===== src/rtl/pic_bus_interface_pkg.sv =====
// Shared definitions for the PIC host-bus front end: FSM states, readback
// selectors and the A0=0 command decode.
package pic_bus_interface_pkg;

  typedef enum logic [2:0] {
    ST_IDLE   = 3'd0,
    ST_W_ICW2 = 3'd1,
    ST_W_ICW3 = 3'd2,
    ST_W_ICW4 = 3'd3,
    ST_READY  = 3'd4
  } pic_state_t;

  localparam logic READ_IRR = 1'b0;
  localparam logic READ_ISR = 1'b1;

  typedef enum logic [1:0] {
    CMD_ICW1    = 2'd0,
    CMD_OCW2    = 2'd1,
    CMD_OCW3    = 2'd2,
    CMD_ILLEGAL = 2'd3
  } cmd_t;

  // Classifies an A0=0 byte from its D7, D4 and D3 bits.
  function automatic cmd_t decode_a0_low(input logic d7, input logic d4, input logic d3);
    cmd_t c;
    if (d4)       c = CMD_ICW1;
    else if (!d3) c = CMD_OCW2;
    else if (!d7) c = CMD_OCW3;
    else          c = CMD_ILLEGAL;
    return c;
  endfunction

endpackage


===== src/rtl/pic_bus_interface_if.sv =====
// Host bus pins of the PIC: strobes, address, write data and the read bus.
// Handshake: a write is CS_n low then a WR_n low pulse; a read is CS_n low then an
// RD_n low pulse. D_out is valid whenever D_oe is high.
interface pic_bus_interface_if;
  logic       CS_n;
  logic       WR_n;
  logic       RD_n;
  logic       A0;
  logic [7:0] D_in;
  logic [7:0] D_out;
  logic       D_oe;

  modport master (output CS_n, WR_n, RD_n, A0, D_in, input D_out, D_oe);
  modport slave  (input CS_n, WR_n, RD_n, A0, D_in, output D_out, D_oe);
endinterface


===== src/rtl/pic_bus_interface_strobe_sync.sv =====
// Multi-flop synchroniser for an active-low strobe with fall/rise pulse outputs.
module pic_bus_interface_strobe_sync #(
  parameter int SYNC_STAGES = 2
) (
  input  logic clk,
  input  logic rst,
  input  logic strobe_n,
  output logic sync_n,
  output logic fall,
  output logic rise
);
  logic [SYNC_STAGES-1:0] chain;
  logic                   prev_n;

  // Resetting to the idle (high) level means no edge can emerge from reset itself.
  always_ff @(posedge clk) begin
    if (rst) begin
      chain  <= '1;
      prev_n <= 1'b1;
    end else begin
      chain  <= {chain[SYNC_STAGES-2:0], strobe_n};
      prev_n <= chain[SYNC_STAGES-1];
    end
  end

  assign sync_n = chain[SYNC_STAGES-1];
  assign fall   = prev_n & ~sync_n;
  assign rise   = ~prev_n & sync_n;
endmodule


===== src/rtl/pic_bus_interface.sv =====
// Host-bus front end of the PIC: strobe synchronisation, ICW init FSM, OCW decode,
// mode/mask state and the readback bus.
module pic_bus_interface
  import pic_bus_interface_pkg::*;
#(
  parameter int N_IRQ       = 8,
  parameter int SYNC_STAGES = 2
) (
  input  logic                 clk,
  input  logic                 rst,
  pic_bus_interface_if.slave   bus,
  input  logic [N_IRQ-1:0]     IRR,
  input  logic [N_IRQ-1:0]     ISR,
  input  logic [2:0]           poll_level,
  input  logic                 poll_valid,
  input  logic [7:0]           inta_vec,
  input  logic                 inta_vec_valid,
  output logic [3:0]           icw_pulse,
  output logic [2:0]           ocw_pulse,
  output logic                 init_done,
  output logic                 single_mode,
  output logic                 ic4,
  output logic                 ltim,
  output logic [4:0]           vector_base,
  output logic [7:0]           cascade_cfg,
  output logic                 aeoi,
  output logic                 sfnm,
  output logic [N_IRQ-1:0]     IMR,
  output logic [2:0]           eoi_cmd,
  output logic [2:0]           eoi_level,
  output logic                 special_mask,
  output logic                 cmd_err,
  output pic_state_t           fsm_state
);
  logic wr_sync_n, wr_fall, wr_rise;
  logic rd_sync_n, rd_fall, rd_rise;
  logic [SYNC_STAGES-1:0] cs_chain;

  pic_bus_interface_strobe_sync #(.SYNC_STAGES(SYNC_STAGES)) u_wr_sync (
    .clk(clk), .rst(rst), .strobe_n(bus.WR_n), .sync_n(wr_sync_n), .fall(wr_fall), .rise(wr_rise));
  pic_bus_interface_strobe_sync #(.SYNC_STAGES(SYNC_STAGES)) u_rd_sync (
    .clk(clk), .rst(rst), .strobe_n(bus.RD_n), .sync_n(rd_sync_n), .fall(rd_fall), .rise(rd_rise));

  always_ff @(posedge clk) begin
    if (rst) cs_chain <= '1;
    else     cs_chain <= {cs_chain[SYNC_STAGES-2:0], bus.CS_n};
  end

  pic_state_t state, state_d;
  logic       wr_active, rd_active, rd_poll, poll_pending, read_sel;
  logic [7:0] d_q, rd_data, rd_src, imr_byte, irr_byte, isr_byte;
  logic       a0_q, rd_a0_q;
  logic [3:0] icw_d;
  logic [2:0] ocw_d;
  logic       err_d;
  cmd_t       cmd;

  wire cs_low    = ~cs_chain[SYNC_STAGES-1];
  wire wr_start  = wr_fall & cs_low;
  wire rd_start  = rd_fall & cs_low;
  wire wr_accept = wr_start & ~rd_active;
  wire rd_accept = rd_start & ~rd_active & ~wr_active & ~wr_start;
  wire commit    = wr_rise & wr_active;

  always_comb begin
    state_d = state;
    icw_d   = '0;
    ocw_d   = '0;
    err_d   = wr_accept & rd_start;
    cmd     = decode_a0_low(d_q[7], d_q[4], d_q[3]);
    if (commit) begin
      if (!a0_q && cmd == CMD_ICW1) begin
        icw_d[0] = 1'b1;
        state_d  = ST_W_ICW2;
      end else begin
        unique case (state)
          ST_W_ICW2: if (a0_q) begin
            icw_d[1] = 1'b1;
            state_d  = !single_mode ? ST_W_ICW3 : (ic4 ? ST_W_ICW4 : ST_READY);
          end else err_d = 1'b1;
          ST_W_ICW3: if (a0_q) begin
            icw_d[2] = 1'b1;
            state_d  = ic4 ? ST_W_ICW4 : ST_READY;
          end else err_d = 1'b1;
          ST_W_ICW4: if (a0_q) begin
            icw_d[3] = 1'b1;
            state_d  = ST_READY;
          end else err_d = 1'b1;
          ST_READY: begin
            if (a0_q)                  ocw_d[0] = 1'b1;
            else if (cmd == CMD_OCW2)  ocw_d[1] = 1'b1;
            else if (cmd == CMD_OCW3)  ocw_d[2] = 1'b1;
            else                       err_d    = 1'b1;
          end
          default: err_d = 1'b1;
        endcase
      end
    end
  end

  always_comb begin
    imr_byte = '0;
    irr_byte = '0;
    isr_byte = '0;
    imr_byte[N_IRQ-1:0] = IMR;
    irr_byte[N_IRQ-1:0] = IRR;
    isr_byte[N_IRQ-1:0] = ISR;
    if (rd_a0_q)                   rd_src = imr_byte;
    else if (poll_pending)         rd_src = {poll_valid, 4'b0000, poll_level};
    else if (read_sel == READ_ISR) rd_src = isr_byte;
    else                           rd_src = irr_byte;
  end

  always_ff @(posedge clk) begin
    if (rst) begin
      state <= ST_IDLE;
      {wr_active, rd_active, rd_poll, poll_pending, read_sel} <= '0;
      {d_q, a0_q, rd_a0_q, rd_data} <= '0;
      {icw_pulse, ocw_pulse, cmd_err, init_done} <= '0;
      {single_mode, ic4, ltim, vector_base, cascade_cfg, aeoi, sfnm} <= '0;
      {IMR, eoi_cmd, eoi_level, special_mask} <= '0;
    end else begin
      state     <= state_d;
      icw_pulse <= icw_d;
      ocw_pulse <= ocw_d;
      cmd_err   <= err_d;
      if (!wr_sync_n) begin
        d_q  <= bus.D_in;
        a0_q <= bus.A0;
      end
      // Read address is taken from before the synced RD_n fall, when A0 is settled.
      if (rd_sync_n) rd_a0_q <= bus.A0;
      if (wr_accept)   wr_active <= 1'b1;
      else if (wr_rise) wr_active <= 1'b0;
      if (rd_accept) begin
        rd_active <= 1'b1;
        rd_data   <= rd_src;
        rd_poll   <= ~rd_a0_q & poll_pending;
      end else if (rd_rise && rd_active) begin
        rd_active <= 1'b0;
        if (rd_poll) poll_pending <= 1'b0;
      end
      if (icw_d[0]) begin
        ltim         <= d_q[3];
        single_mode  <= d_q[1];
        ic4          <= d_q[0];
        IMR          <= '0;
        special_mask <= 1'b0;
        poll_pending <= 1'b0;
        init_done    <= 1'b0;
        read_sel     <= READ_IRR;
      end
      if (icw_d[1]) vector_base <= d_q[7:3];
      if (icw_d[2]) cascade_cfg <= d_q;
      if (icw_d[3]) begin
        aeoi <= ic4 & d_q[1];
        sfnm <= ic4 & d_q[4];
      end
      if (state_d == ST_READY && state != ST_READY) init_done <= 1'b1;
      if (ocw_d[0]) IMR <= d_q[N_IRQ-1:0];
      if (ocw_d[1]) begin
        eoi_cmd   <= d_q[7:5];
        eoi_level <= d_q[2:0];
      end
      if (ocw_d[2]) begin
        if (d_q[1]) read_sel     <= d_q[0];
        if (d_q[6]) special_mask <= d_q[5];
        if (d_q[2]) poll_pending <= 1'b1;
      end
    end
  end

  assign bus.D_out = inta_vec_valid ? inta_vec : rd_data;
  assign bus.D_oe  = inta_vec_valid | rd_active;
  assign fsm_state = state;
endmodule


===== src/flat_wrapper.sv =====
// flat-port wrapper written by rule: the top's interface ports become plain ports
module pic_bus_interface_flat import pic_bus_interface_pkg::*;
#(
  parameter int N_IRQ       = 8,
  parameter int SYNC_STAGES = 2
)
  (clk, rst, IRR, ISR, poll_level, poll_valid, inta_vec, inta_vec_valid, icw_pulse, ocw_pulse, init_done, single_mode, ic4, ltim, vector_base, cascade_cfg, aeoi, sfnm, IMR, eoi_cmd, eoi_level, special_mask, cmd_err, fsm_state, bus_CS_n, bus_WR_n, bus_RD_n, bus_A0, bus_D_in, bus_D_out, bus_D_oe);
  pic_bus_interface_if bus_i ();
  input  logic clk;
  input  logic rst;
  input  logic [N_IRQ-1:0] IRR;
  input  logic [N_IRQ-1:0] ISR;
  input  logic [2:0] poll_level;
  input  logic poll_valid;
  input  logic [7:0] inta_vec;
  input  logic inta_vec_valid;
  output logic [3:0] icw_pulse;
  output logic [2:0] ocw_pulse;
  output logic init_done;
  output logic single_mode;
  output logic ic4;
  output logic ltim;
  output logic [4:0] vector_base;
  output logic [7:0] cascade_cfg;
  output logic aeoi;
  output logic sfnm;
  output logic [N_IRQ-1:0] IMR;
  output logic [2:0] eoi_cmd;
  output logic [2:0] eoi_level;
  output logic special_mask;
  output logic cmd_err;
  output pic_state_t fsm_state;
  input wire logic [$bits(bus_i.CS_n)-1:0] bus_CS_n;
  input wire logic [$bits(bus_i.WR_n)-1:0] bus_WR_n;
  input wire logic [$bits(bus_i.RD_n)-1:0] bus_RD_n;
  input wire logic [$bits(bus_i.A0)-1:0] bus_A0;
  input wire logic [$bits(bus_i.D_in)-1:0] bus_D_in;
  output wire logic [$bits(bus_i.D_out)-1:0] bus_D_out;
  output wire logic [$bits(bus_i.D_oe)-1:0] bus_D_oe;
  assign bus_i.CS_n = bus_CS_n;
  assign bus_i.WR_n = bus_WR_n;
  assign bus_i.RD_n = bus_RD_n;
  assign bus_i.A0 = bus_A0;
  assign bus_i.D_in = bus_D_in;
  assign bus_D_out = bus_i.D_out;
  assign bus_D_oe = bus_i.D_oe;
  pic_bus_interface #(.N_IRQ(N_IRQ), .SYNC_STAGES(SYNC_STAGES)) u_core (.clk(clk), .rst(rst), .bus(bus_i), .IRR(IRR), .ISR(ISR), .poll_level(poll_level), .poll_valid(poll_valid), .inta_vec(inta_vec), .inta_vec_valid(inta_vec_valid), .icw_pulse(icw_pulse), .ocw_pulse(ocw_pulse), .init_done(init_done), .single_mode(single_mode), .ic4(ic4), .ltim(ltim), .vector_base(vector_base), .cascade_cfg(cascade_cfg), .aeoi(aeoi), .sfnm(sfnm), .IMR(IMR), .eoi_cmd(eoi_cmd), .eoi_level(eoi_level), .special_mask(special_mask), .cmd_err(cmd_err), .fsm_state(fsm_state));
endmodule

===== config.mk =====
export PLATFORM = sky130hd
export DESIGN_NAME = pic_bus_interface_flat
export DESIGN_NICKNAME = d
export VERILOG_FILES = /design/src/rtl/pic_bus_interface_pkg.sv /design/src/rtl/pic_bus_interface_if.sv /design/src/rtl/pic_bus_interface_strobe_sync.sv /design/src/rtl/pic_bus_interface.sv /design/src/flat_wrapper.sv
export SDC_FILE = /design/constraint.sdc
export NUM_CORES = 1
export LEC_CHECK = 0
export ABC_AREA = 0
export BUFFER_PORTS_ARGS = -buffer_cell sky130_fd_sc_hd__buf_2
export CAP_MARGIN = 10
export CORE_ASPECT_RATIO = 0.75
export CORE_MARGIN = 2
export CORE_UTILIZATION = 53
export CTS_BUF_LIST = sky130_fd_sc_hd__clkbuf_2 sky130_fd_sc_hd__clkbuf_4 sky130_fd_sc_hd__clkbuf_8
export DETAILED_ROUTE_END_ITERATION = 8
export GPL_ROUTABILITY_DRIVEN = 0
export PLACE_DENSITY = 0.8
export SYNTH_ARGS = -nofsm -noshare
export SYNTH_HDL_FRONTEND = slang
export SYNTH_SLANG_ARGS = --single-unit

===== constraint.sdc =====
create_clock -name clk -period 1.9 [get_ports clk]
set_input_delay 0.095 -clock clk [delete_from_list [all_inputs] [get_ports clk]]
set_output_delay 0.095 -clock clk [all_outputs]
set_load 0.02 [all_outputs]

==> flow_summary.yaml, run 1 <==
grt:
  grt_use_met3_pct: 6.90
  grt_start_max_net_pins: 37
  grt.busiest_layer: "met2"
  antenna_found_initial: 0
  met2_usage_pct: 36.7
  track_usage_pct: 23.6
  grt_pass1_wl_um: 12200
  grt_overflow: 0
  first_global_vias: 2543
  met1_usage_pct: 31.3
cts:
  clkSlewWorstSetupHoldPaths_ns: 0.07
  cts_tree: "done"
  clk_latency_ns: 0.35
  cts-root-buf: "clkbuf_8"
  cts_buffers: 9
  htreeDepth: 3
  post_cts_buffers: 0
  cts.sinks: 76
  clockBufferDepth: 2
yosys:
  seq_area_frac_synth_pct: 48.9
  yosys_warnings: 0
  syn_inst: 323
  syn_area_per_cell_sq_um: 9.63
  synth-async-reset-ratio_pct: 0
  ys.flop_type: "dfxtp_1"
  yosysUniqueCellTypes: 42
  synth_seq_cells: 76
  synth_edf_count: 0
  netlist_area_sq_um: 3110
  syn_nets: 366
routing:
  dr.pass1.iters: 4
  wl_um: 7430
  drcViolationCount: 0
  via_count: 2684
  drtIter0Drc: 130
  viasPerCell: 5.31
  drtAntennaViolNets: 0
  wl_per_cell_um: 14.7
layout:
  multi_input_area_sq_um: 1460
  drive_above_1_share_pct: 33.7
  area_delta_synth_final_pct: 26.2
  design_area_sq_um: 3920
  fin_nets: 466
  seq_area_sq_um: 1520
  num-fill-cells: 477
  diodes: 0
power:
  power_density_nw_per_um2: 772
  irDropWorstVdd_mv: 0.538
  total_power_mw: 3.03
  cellLeakagePower_nw: 1.87
place:
  pre_cts_slack_ns: 0.312
  dp_hpwl_um: 5150
  place_area_sq_um: 3620
  io_buffers: 96
critical_path:
  end_kind: "flip-flop"
  required_ns: 2.13
  worst-setup-path-type: "flip-flop to flip-flop"
  reg2reg_slack_ns: 0.26
  path_cells: "nor4b_2, nand3_2, mux2i_1, nor2_1"
  cp_max_fo: 8
  arrival_ns: 1.87
  slowest_delay_ns: 0.47
  cp-start-kind: "flip-flop"
  slowest_stage: "nor4b_2"
  reg2reg_depth: 4
worst_hold_path:
  hold_path.class: "primary input to flip-flop"
  hold-path-cell-count: 3
sta:
  worst_pin_slew_ns: 0.579
  slew_headroom_pct: 61.3
  hold_viol: 0
  fin_crit_ns: 1.64
  fin_ws_ns: 0.257
  fin_skew_ns: 0.00368
  tns_ns: 0
  rsz0062_at_grt: "false"
  period_share_pct: 86.5
  fmax_mhz: 609
  setup_violations: 0
  report.final.slew_viol_count: 0
die:
  dieArea_sq_um: 6500
  rows: 24
  die_w_um: 92.4
  initial_utilization_pct: 54.2
  io_pins: 97
  die_h_um: 70.3
  coreArea_sq_um: 5740
flow_run:
  drv_cap: 0
run_status:
  outcome: "complete, no violations"
critical path, delay by kind of cell (launching register included):
kind,cells,cell delay [ns]
flip-flops,1,0.45
AND/OR/NAND/NOR,3,0.83
multiplexers,1,0.25
Yosys cell counts (7+ instances only):
cell type  count  area [sq um]
nor2_1        48           180
dfxtp_1       76          1520
nand2_1       16          60.1
mux2i_1       35           350
inv_1          8          30.0
nand3_1        7          35.0
mux2_2        11           124
clkbuf_1      14          52.6
a211oi_1       8          60.1
a21oi_1       21           105
or2_2          9          56.3
o21ai_0        8          40.0
a22o_1         8          70.1
nor3_1        10          50.1
per-layer routing:
| layer | wire length (um) | vias to the layer above | share of wire, % |
|---|---|---|---|
| met2 | 3360 | 125 | 45 |
| met1 | 3290 | 1213 | 44 |
| met4 | 109 | 0 | 1.5 |
| met5 | 0 | - | 0 |
| met3 | 678 | 13 | 9.1 |
| li1 | - | 1333 | - |
per-stage QoR:
step | cells | utilization (%) | hold WS (ns)
floorplan | 323 | - | 0.199
global placement | 479 | 63.2 | 0.280
detailed placement | 479 | 63.2 | 0.282
CTS | 505 | 68.4 | 0.0180
global route | 505 | 68.4 | 0.0368
finish | 505 | 68.4 | 0.0341
layout by cell type (no fill, tap or decap), drive strengths merged:
cell type / netlist / layout
o21ai: 8 / 8
a211o: 2 / 2
nor3: 11 / 11
nor4b: 3 / 3
and3b: 2 / 2
nor2b: 2 / 2
nand3: 8 / 8
o221ai: 1 / 1
and2b: 1 / 1
nand2: 16 / 16
a2bb2oi: 1 / 1
and4: 1 / 1
buf: 8 / 100
mux2: 11 / 11
nand4: 1 / 1
a22o: 8 / 8
dfxtp: 76 / 76
bufinv: 0 / 1
nor2: 48 / 48
a211oi: 8 / 8
or2: 9 / 9
nand3b: 2 / 2
or3b: 2 / 2
clkinv: 0 / 3
a21oi: 21 / 21
dlygate4sd3: 0 / 11
mux2i: 35 / 35
a22oi: 1 / 1
nor4: 4 / 4
inv: 8 / 8
o311ai: 1 / 1
nand2b: 3 / 3
and3: 3 / 3
o22ai: 1 / 1
and2: 2 / 2
o31ai: 1 / 1
clkbuf: 14 / 10
clkinvlp: 0 / 1
registers in the layout, indices dropped and copies added (netlist names), 2 cells and up:
register,flops
u_core.eoi_cmd,3
u_core.u_wr_sync.chain,2
u_core.IMR,8
u_core.icw_pulse,4
u_core.u_rd_sync.chain,2
u_core.eoi_level,3
u_core.ocw_pulse,3
u_core.vector_base,5
u_core.d_q,8
u_core.fsm_state,3
u_core.cascade_cfg,8
u_core.rd_data,8
u_core.cs_chain,2
report_power, final:
group | switching, mW | total, mW | internal, mW
Clock | 0.575 | 1.20 | 0.628
Sequential | 0.0290 | 1.64 | 1.61
Combinational | 0.0906 | 0.190 | 0.0993
area by class of cell:
type	instances	share of cell area, %
multi-input combinational	217	37.3
inverter	8	0.765
tap	78	2.49
clock inverter	5	1.34
clock buffer	10	3.51
timing repair buffer	111	15.8
sequential	76	38.8
logic make-up after synthesis:
kind of cell	after synthesis	synth area share (%)
DFF	76	48.9
buffers and inverters	30	3.98
and+or+nand+nor	118	20.7
muxes	46	15.3
AOI/OAI and AO/OA	53	11.1
worst paths after layout:
check,endpoint,from
setup / recovery,u_core.eoi_level[1],u_core.d_q[4]
hold / removal,u_core.a0_q,bus_A0
setup reg to reg,u_core.eoi_level[1],u_core.d_q[4]
hold reg to reg,u_core.u_rd_sync.chain[1],u_core.u_rd_sync.chain[0]
repair_timing:
item / 4_1_cts / 5_1_grt
hold buffers: 11 / 0
gates resized for setup: 0 / 0
setup endpoints to repair: 0 / 0
hold endpoints to repair: 11 / 0
(Power assumes the default switching activity.)
==> run 2: changes to the inputs <==
--- a/config.mk
+++ b/config.mk
@@ -15,6 +15,7 @@
 export DETAILED_ROUTE_END_ITERATION = 8
 export GPL_ROUTABILITY_DRIVEN = 0
 export PLACE_DENSITY = 0.8
+export RECOVER_POWER = 50
 export SYNTH_ARGS = -nofsm -noshare
 export SYNTH_HDL_FRONTEND = slang
 export SYNTH_SLANG_ARGS = --single-unit
==> flow_summary.yaml, run 2 (synthesized netlist as in run 1, its figures left out) <==
cts:
  post_cts_buffers: 0
  htreeDepth: 3
  clk_latency_ns: 0.34
  hold_buffers: 11
  clkSlewWorstSetupHoldPaths_ns: 0.08
  post_cts_resized: 0
  cts.sinks: 76
  clockBufferDepth: 2
  cts_tree: "done"
  cts_buffers: 9
  cts-root-buf: "clkbuf_8"
place:
  post-place-cells: 479
  dp_hpwl_um: 5150
  pre_cts_slack_ns: 0.312
  place_area_sq_um: 3620
  io_buffers: 96
critical_path:
  slowest_delay_ns: 0.47
  path_cells: "nor4b_2, nand3_2, mux2i_1, nor2_1"
  r2r-start: "u_core.d_q[4]"
  cp_top_family: "simple AND/OR/NAND/NOR gates"
  cp_max_fo: 8
  path_buf_inv: 0
  end_kind: "flip-flop"
  required_ns: 2.12
  slowest_stage: "nor4b_2"
  worst-setup-path-type: "flip-flop to flip-flop"
  cp-start-kind: "flip-flop"
  setup.worst_path.start: "u_core.d_q[4]"
  arrival_ns: 1.86
power:
  irDropWorstVdd_mv: 0.541
  total_power_mw: 3.03
  cellLeakagePower_nw: 1.67
  power_density_nw_per_um2: 785
layout:
  drive_above_1_share_pct: 22.5
  final_util_pct: 67.3
  instances_no_fill: 505
  design_area_sq_um: 3860
  mostFrequentLayoutCell: "dfxtp_1"
  area_delta_synth_final_pct: 24.2
  fin_nets: 466
  final_cell_mix: "76 x dfxtp_1, 49 x buf_2, 48 x nor2_1, 48 x clkbuf_1, 35 x mux2i_1"
  diodes: 0
sta:
  tns_ns: 0
  slew_headroom_pct: 57.3
  fmax_mhz: 612
  whs_ns: 0.0370
  worst_pin_slew_ns: 0.641
  fin_ws_ns: 0.267
  setup_violations: 0
  hold_viol: 0
  report.final.slew_viol_count: 0
  fin_crit_ns: 1.63
  rsz0062_at_grt: "false"
  period_share_pct: 85.9
  fin_skew_ns: 0.00517
worst_hold_path:
  hold_path.class: "primary input to flip-flop"
  holdCritStartpoint: "bus_A0"
routing:
  viasPerCell: 5.34
  wl_um: 7480
  drtIter0Drc: 126
  wl_per_cell_um: 14.8
  drcViolationCount: 0
  dr.pass1.iters: 4
  via_count: 2699
  drtAntennaViolNets: 0
grt:
  first_global_vias: 2543
  grt_overflow: 0
  grt_pass1_wl_um: 12200
  grt_start_max_net_pins: 37
  antenna_found_initial: 0
  track_usage_pct: 23.6
run_status:
  outcome: "complete, no violations"
die:
  coreArea_sq_um: 5740
  io_pins: 97
  rows: 24
  initial_utilization_pct: 54.2
  die_w_um: 92.4
  die_h_um: 70.3
  dieArea_sq_um: 6500
flow_run:
  drv_cap: 0
==> run 2: worst paths after layout <==
kind	end	slack [ns]	cells past startpoint
min reg2reg	u_core.cs_chain[1]	0.42	1
min	u_core.a0_q	0.04	3
max	u_core.eoi_level[1]	0.27	4
max reg2reg	u_core.eoi_level[1]	0.27	4
==> run 2: metal layers <==
layer | share of wire, % | wire length, um | GRT usage (%) | up-vias
met5 | 0 | 0 | 0 | -
met2 | 45 | 3390 | 36.7 | 123
met4 | 1.5 | 109 | 8.29 | 0
li1 | - | - | - | 1333
met1 | 44 | 3300 | 31.3 | 1231
met3 | 9.1 | 679 | 6.90 | 12
==> run 2: worst min-delay path, cell delays in order <==
cell     delay, ns
buf_2         0.11
mux2i_1       0.07
nor2_1        0.07
==> run 2: cell type report <==
cell class | count | area, sq um
Clock inverter | 5 | 52.6
Multi-Input combinational cell | 217 | 1460
Inverter | 8 | 30.0
Sequential cell | 76 | 1520
Fill cell | 503 | 1870
Timing Repair Buffer | 111 | 558
Tap cell | 78 | 97.6
Clock buffer | 10 | 138
==> run 2: power by group <==
part           switching [mW]  internal (mW)  total, mW
clock                   0.577          0.628       1.21
sequential             0.0290           1.61       1.64
combinational          0.0908         0.0973      0.188
==> run 3: changes to the inputs <==
--- a/config.mk
+++ b/config.mk
@@ -10,11 +10,11 @@
 export CAP_MARGIN = 10
 export CORE_ASPECT_RATIO = 0.75
 export CORE_MARGIN = 2
-export CORE_UTILIZATION = 53
+export CORE_UTILIZATION = 43
 export CTS_BUF_LIST = sky130_fd_sc_hd__clkbuf_2 sky130_fd_sc_hd__clkbuf_4 sky130_fd_sc_hd__clkbuf_8
 export DETAILED_ROUTE_END_ITERATION = 8
 export GPL_ROUTABILITY_DRIVEN = 0
-export PLACE_DENSITY = 0.8
+export PLACE_DENSITY = 0.67
 export RECOVER_POWER = 50
 export SYNTH_ARGS = -nofsm -noshare
 export SYNTH_HDL_FRONTEND = slang
==> flow_summary.yaml, run 3 (synthesized netlist as in run 1, its figures left out) <==
critical_path:
  slowest_stage: "nor4b_2"
  path_buf_inv: 0
  worst-setup-path-type: "flip-flop to flip-flop"
  slowest_delay_ns: 0.38
  end_kind: "flip-flop"
  required_ns: 2.13
  cp_top_family: "simple AND/OR/NAND/NOR gates"
  arrival_ns: 1.85
  path_cells: "nor4b_2, nand3_1, a211oi_1, nor3_1"
  cp_max_fo: 9
  cp-start-kind: "flip-flop"
layout:
  fin_nets: 465
  area_delta_synth_final_pct: 25.0
  instances_no_fill: 525
  mostFrequentLayoutCell: "dfxtp_1"
  final_util_pct: 56.3
  drive_above_1_share_pct: 23.2
  diodes: 0
  final_cell_mix: "76 x dfxtp_1, 50 x buf_2, 48 x nor2_1"
grt:
  grt_overflow: 0
  grt_start_max_net_pins: 37
  grt_pass1_wl_um: 11900
  first_global_vias: 2436
  track_usage_pct: 19.2
  antenna_found_initial: 0
die:
  initial_utilization_pct: 45.1
  rows: 26
  io_pins: 97
  die_h_um: 77.6
  dieArea_sq_um: 7930
  coreArea_sq_um: 6900
  die_w_um: 102
power:
  irDropWorstVdd_mv: 0.623
  power_density_nw_per_um2: 783
  total_power_mw: 3.04
  cellLeakagePower_nw: 1.67
sta:
  hold_viol: 0
  fmax_mhz: 618
  slew_headroom_pct: 54.1
  setup_violations: 0
  worst_pin_slew_ns: 0.689
  rsz0062_at_grt: "false"
  report.final.slew_viol_count: 0
  fin_crit_ns: 1.62
  period_share_pct: 85.2
  fin_skew_ns: 0.00799
  tns_ns: 0
routing:
  wl_per_cell_um: 14.5
  drcViolationCount: 0
  drtAntennaViolNets: 0
  dr.pass1.iters: 4
  wl_um: 7630
  viasPerCell: 5.06
  via_count: 2656
  drtIter0Drc: 191
cts:
  cts.sinks: 76
  htreeDepth: 3
  clkSlewWorstSetupHoldPaths_ns: 0.08
  clk_latency_ns: 0.35
  cts_buffers: 9
  cts-root-buf: "clkbuf_8"
  clockBufferDepth: 2
  cts_tree: "done"
  post_cts_resized: 0
worst_hold_path:
  hold_path.class: "primary input to flip-flop"
flow_run:
  drv_cap: 0
place:
  io_buffers: 96
  dp_hpwl_um: 5460
  post-place-cells: 500
run_status:
  outcome: "complete, no violations"
run 3: changes by cell type in the layout (fill, tap and decap cells not counted):
cell           before  now
clkbuf_1           48   47
clkinv_4            0    1
clkinv_2            3    2
clkinvlp_4          1    2
dlygate4sd3_1      11    9
buf_2              49   50
buf_4               3    4
run 3: timing repair:
| action | 4_1_cts | 5_1_grt |
|---|---|---|
| hold buffers | 9 | 0 |
| setup buffers | 0 | 0 |
| endpoints found under the hold margin | 9 | 0 |
run 3: path summary, 6_finish.rpt:
| check | cells past startpoint | from | slack (ns) | end |
|---|---|---|---|---|
| worst max-delay path | 4 | u_core.u_rd_sync.chain[1] | 0.28 | u_core.rd_data[3] |
| worst min-delay path | 3 | bus_D_in[7] | 0.003 | u_core.d_q[7] |
| worst max register to register | 4 | u_core.u_rd_sync.chain[1] | 0.28 | u_core.rd_data[3] |
| worst min register to register | 1 | u_core.u_wr_sync.chain[0] | 0.41 | u_core.u_wr_sync.chain[1] |
run 3: metrics by stage:
stage / setup WS [ns] / instance area, sq um / hold slack, ns
CTS: 0.279 / 3950 / 0.000164
global placement: 0.315 / 3660 / 0.282
finish: 0.281 / 3890 / 0.00304
global route: 0.101 / 3890 / 0.0138
detailed placement: 0.297 / 3660 / 0.284
floorplan: 0.344 / 3110 / 0.199
run 3: worst register-to-register path, delay by kind of cell, from the launching register on:
kind               cells  cell delay [ns]
DFF                    1             0.35
AOI/OAI and AO/OA      1             0.34
and+or+nand+nor        3             0.82
run 3: report_power, final:
part / internal, mW / leakage (nW) / switching, mW / total, mW
Combinational: 0.0959 / 0.955 / 0.0933 / 0.189
Clock: 0.639 / 0.0983 / 0.579 / 1.22
Sequential: 1.61 / 0.615 / 0.0274 / 1.64
Total: 2.34 / 1.67 / 0.700 / 3.04
run 3: final cells by class:
class                      count  area, sq um
fill                         659         3010
sequential                    76         1520
multi-input combinational    217         1460
timing repair buffer         110          547
clock buffer                  10          138
tap                           98          123
clock inverter                 6         63.8
inverter                       8         30.0
run 3: per-layer routing:
metal / vias up / global-route usage, % / part of all wire, %
li1: 1330 / - / -
met1: 1223 / 25.5 / 48
met2: 92 / 30.0 / 45
met3: 11 / 6.40 / 6.9
met4: 0 / 5.20 / 0.55
met5: - / 0 / 0
